$ cat src/rtl/sysid_pkg.sv
// Shared constants for the system-ID checker: FSM state codes, slave word
// addresses and the stall-counter width helper.
package sysid_pkg;

  typedef logic [2:0] state_t;

  localparam state_t ST_IDLE   = 3'd0;
  localparam state_t ST_RD_ID  = 3'd1;
  localparam state_t ST_RD_TS  = 3'd2;
  localparam state_t ST_CHECK  = 3'd3;
  localparam state_t ST_FINISH = 3'd4;

  localparam logic SYSID_ADDR_ID = 1'b0;
  localparam logic SYSID_ADDR_TS = 1'b1;

  // Bits needed to count 0 .. v-1 (never less than 1).
  function automatic int clog2(input int v);
    int w;
    w = 1;
    while ((1 << w) < v) w++;
    return w;
  endfunction

endpackage

$ cat src/rtl/sysid_stall_timer.sv
// Counts consecutive waitrequest cycles of one read; expired flags the stall
// cycle on which the read must be abandoned.
module sysid_stall_timer
  import sysid_pkg::*;
#(
  parameter int LIMIT = 256
) (
  input  logic clock,
  input  logic reset,
  input  logic clear,
  input  logic enable,
  output logic expired
);

  localparam int CW = clog2(LIMIT);

  logic [CW-1:0] cnt;

  always_ff @(posedge clock or posedge reset) begin
    if (reset)       cnt <= '0;
    else if (clear)  cnt <= '0;
    else if (enable) cnt <= cnt + 1'b1;
  end

  assign expired = enable && (cnt == CW'(LIMIT - 1));

endmodule

$ cat config.mk
export PLATFORM = sky130hd
export DESIGN_NAME = sysid_stall_timer
export DESIGN_NICKNAME = d
export VERILOG_FILES = /design/src/rtl/sysid_pkg.sv /design/src/rtl/sysid_stall_timer.sv
export SDC_FILE = /design/constraint.sdc
export NUM_CORES = 1
export LEC_CHECK = 0
export ABC_CLOCK_PERIOD_IN_PS = 2610
export CORE_AREA = 3 3 40 42
export CTS_CLUSTER_SIZE = 14
export DETAILED_ROUTE_END_ITERATION = 6
export DIE_AREA = 0 0 43 45
export GPL_ROUTABILITY_DRIVEN = 0
export GPL_TIMING_DRIVEN = 0
export PLACE_DENSITY_LB_ADDON = 0.25
export REMOVE_ABC_BUFFERS = 1
export SLEW_MARGIN = 20
export SYNTH_ARGS = -nofsm -noshare
export SYNTH_HDL_FRONTEND = slang
export SYNTH_SLANG_ARGS = --single-unit
$ cat constraint.sdc
create_clock -name clock -period 2.61 [get_ports clock]
set_clock_uncertainty 0.1 [all_clocks]
set_input_delay 0.522 -clock clock [delete_from_list [all_inputs] [get_ports clock]]
set_output_delay 0.522 -clock clock [all_outputs]
set_load 0.03 [all_outputs]
==> results.toml, run 1 <==
[outcome]
status = "finished, final reports clean"

[worst_setup_path]
reg2reg_depth = 3
r2r_slack_ps = 1150
r2r_start = "cnt[2]$_DFFE_PP0P_"
cp_max_fo = 7
r2r_end = "cnt[7]$_DFFE_PP0P_"
start_kind = "input port"
arrival_ps = 1880
setup.worst_path.class = "input port to primary output"
endpoint_kind = "primary output"
cp.required_ps = 1990

[cts]
cts_hold_buf = 0
cts_buffer_depth = 2
ctsHtreeMaxLevel = 1
post-cts-setup-buffers = 0
cts-buffers-inserted = 3
clkLatencyLatePin_ps = 250
cts.sinks = 8
cts-root-buf = "clkbuf_4"
clk_pin_slew_ps = 60
post_cts_resized = 1
cts_tree = "done"

[routing]
via_count = 298
wire_per_inst_um = 12.23
drt-pass1-iter-count = 3
drtAntennaViolNets = 0
drc = 0
vias_per_cell = 4.885
drt_iter0_drc = 6
wirelength_um = 746

[finish]
largest_reg_flops = 8
layout_common_cells = "8 x dfrtp_1, 5 x nor2_1"
multiInputGateArea_sq_um = 200.2
nets = 53
syn2layout_area_growth_pct = 15.52
fin_util_pct = 37.68
top_register = "cnt"
layout-drive-gt1-share_pct = 13.04
antenna-diode-count = 0
seq_area_sq_um = 200.2
final_common_cell = "dfrtp_1"
nFillCells = 129
fin_cells = 61
biggestRegsByFlops = "cnt x8"

[grt]
grt_antenna_before_repair = 0
track_usage_pct = 9.464
grt_pass1_vias = 309
grt_pass1_wl_um = 1317
grt_max_degree = 10
overflow = 0

[sta]
finalSetupViolCount = 0
hold_viol = 0
worst_slew_pin_slew_ps = 392.7
drv_slew = 0
rsz0062_at_grt = "no"
fmax_mhz = 400.1
relSlewSlack_pct = 73.74
tns_ps = 0
fin_crit_ps = 2499
fin_crit_sh_pct = 95.76
whs_ps = 419.4

[synthesis]
synth_top_family_by_area = "simple AND/OR/NAND/NOR gates"
synth_area_sq_um = 419.2
synth_compound_area_share_pct = 12.84
synth_mux_area_share_pct = 2.388
yosysSeqAreaShare_pct = 47.76
ys_ff_latch = 8
yosysWarnings = 0
synthAdderAreaFrac_pct = 2.985
syn_inst = 41
postSynthAreaPerCell_sq_um = 10.22
synth_xor_area_share_pct = 8.358
synth_simple_gate_area_share_pct = 21.19
ys_types = 20

[floorplan]
ios = 5
core_area_sq_mm = 0.001285
die_area_sq_mm = 0.001935
die_h_um = 45
fp-row-count = 13
start_util_pct = 32.62
fp.dieW_um = 43

[placed_design]
portBuffers = 4
hpwl_um = 593.5
dp_cells = 58

[run]
max_cap_violations = 0

[power_and_ir_drop]
ir_drop_v = 0.0002605
power_density_mw_per_mm2 = 503.0
finalPower_mw = 0.2435
p_leak_nw = 0.1956

[min_path]
hold_path.class = "input port to asynchronous set/reset pin"
-- critical path, cell delays in order --
cell and delay [ps]:
clkdlybuf4s50_1 670, nand3_1 120, nor3_1 140, dlygate4sd2_1 420
-- cell type report --
| cell class | instances | share of cell area, % |
|---|---|---|
| inverters | 1 | 0.7752 |
| well taps | 15 | 3.876 |
| multi-input cells | 30 | 41.34 |
| repair buffers | 4 | 8.010 |
| clock buffers | 3 | 4.651 |
| flip-flops and latches | 8 | 41.34 |
-- synth_stat cells, drive strengths merged --
cell	n	area [sq um]
o211ai	1	21.27
xnor2	1	8.760
nor3	1	5.000
or4	1	7.510
nand4	2	12.51
dfrtp	8	200.2
or3	2	13.77
xor2	3	26.28
nand3	3	20.02
o21ai	2	10.01
nand2	3	11.26
ha	1	12.51
o31ai	1	7.510
buf	2	15.01
a21oi	3	15.01
mux2i	1	10.01
nor2	5	18.77
inv	1	3.750
-- power by group --
group	internal, mW	switching, mW	leakage (nW)
registers	0.127	0.00430	0.110
clock network	0.0525	0.0401	0.0138
logic	0.00874	0.0106	0.0715
total	0.189	0.0549	0.196
-- kinds of logic after synthesis --
kind of cell	count (synthesis)
adders and majority gates	1
xor gates and xnor gates	4
DFF	8
muxes	1
buffers and inverters	3
and+or+nand+nor	17
AOI/OAI and AO/OA	7
-- how the worst max path moves through the flow --
stage | from | to | slack (ps) | cells past startpoint
2_1_floorplan | cnt[0]$_DFFE_PP0P_ | expired | 610 | 3
3_3_place_gp | enable | expired | -160 | 4
3_5_place_dp | enable | expired | -190 | 4
4_1_cts | enable | expired | 90 | 4
5_1_grt | enable | expired | 60 | 4
6_report | enable | expired | 110 | 4
-- metal layers --
layer	share of wire, %	vias to the layer above	GRT usage, %
met5	0	-	0
met4	0	0	7.229
met3	2.7	0	2.390
met2	50	4	14.97
met1	47	139	11.03
li1	-	155	-
-- per-stage QoR --
step / setup WS (ps) / instance area, sq um
detailed placement: -193.0 / 462.9
CTS: 93.10 / 484.2
global placement: -162.4 / 462.9
floorplan: 606.3 / 404.1
finish: 110.7 / 484.2
global route: 62.71 / 484.2
No activity file was read; power rests on OpenSTA's default activity.
==> run 2: changes to the inputs <==
--- a/config.mk
+++ b/config.mk
@@ -6,6 +6,7 @@
 export NUM_CORES = 1
 export LEC_CHECK = 0
 export ABC_CLOCK_PERIOD_IN_PS = 2610
+export CAP_MARGIN = 40
 export CORE_AREA = 3 3 40 42
 export CTS_CLUSTER_SIZE = 14
 export DETAILED_ROUTE_END_ITERATION = 6
==> results of run 2 <==
The final DEF is identical to that of run 1; final timing and power are the same.
==> run 3: changes to the inputs <==
--- a/config.mk
+++ b/config.mk
@@ -8,7 +8,7 @@
 export ABC_CLOCK_PERIOD_IN_PS = 2610
 export CAP_MARGIN = 40
 export CORE_AREA = 3 3 40 42
-export CTS_CLUSTER_SIZE = 14
+export CTS_CLUSTER_SIZE = 30
 export DETAILED_ROUTE_END_ITERATION = 6
 export DIE_AREA = 0 0 43 45
 export GPL_ROUTABILITY_DRIVEN = 0
==> results of run 3 <==
The final DEF is identical to that of run 1; final timing and power are the same.
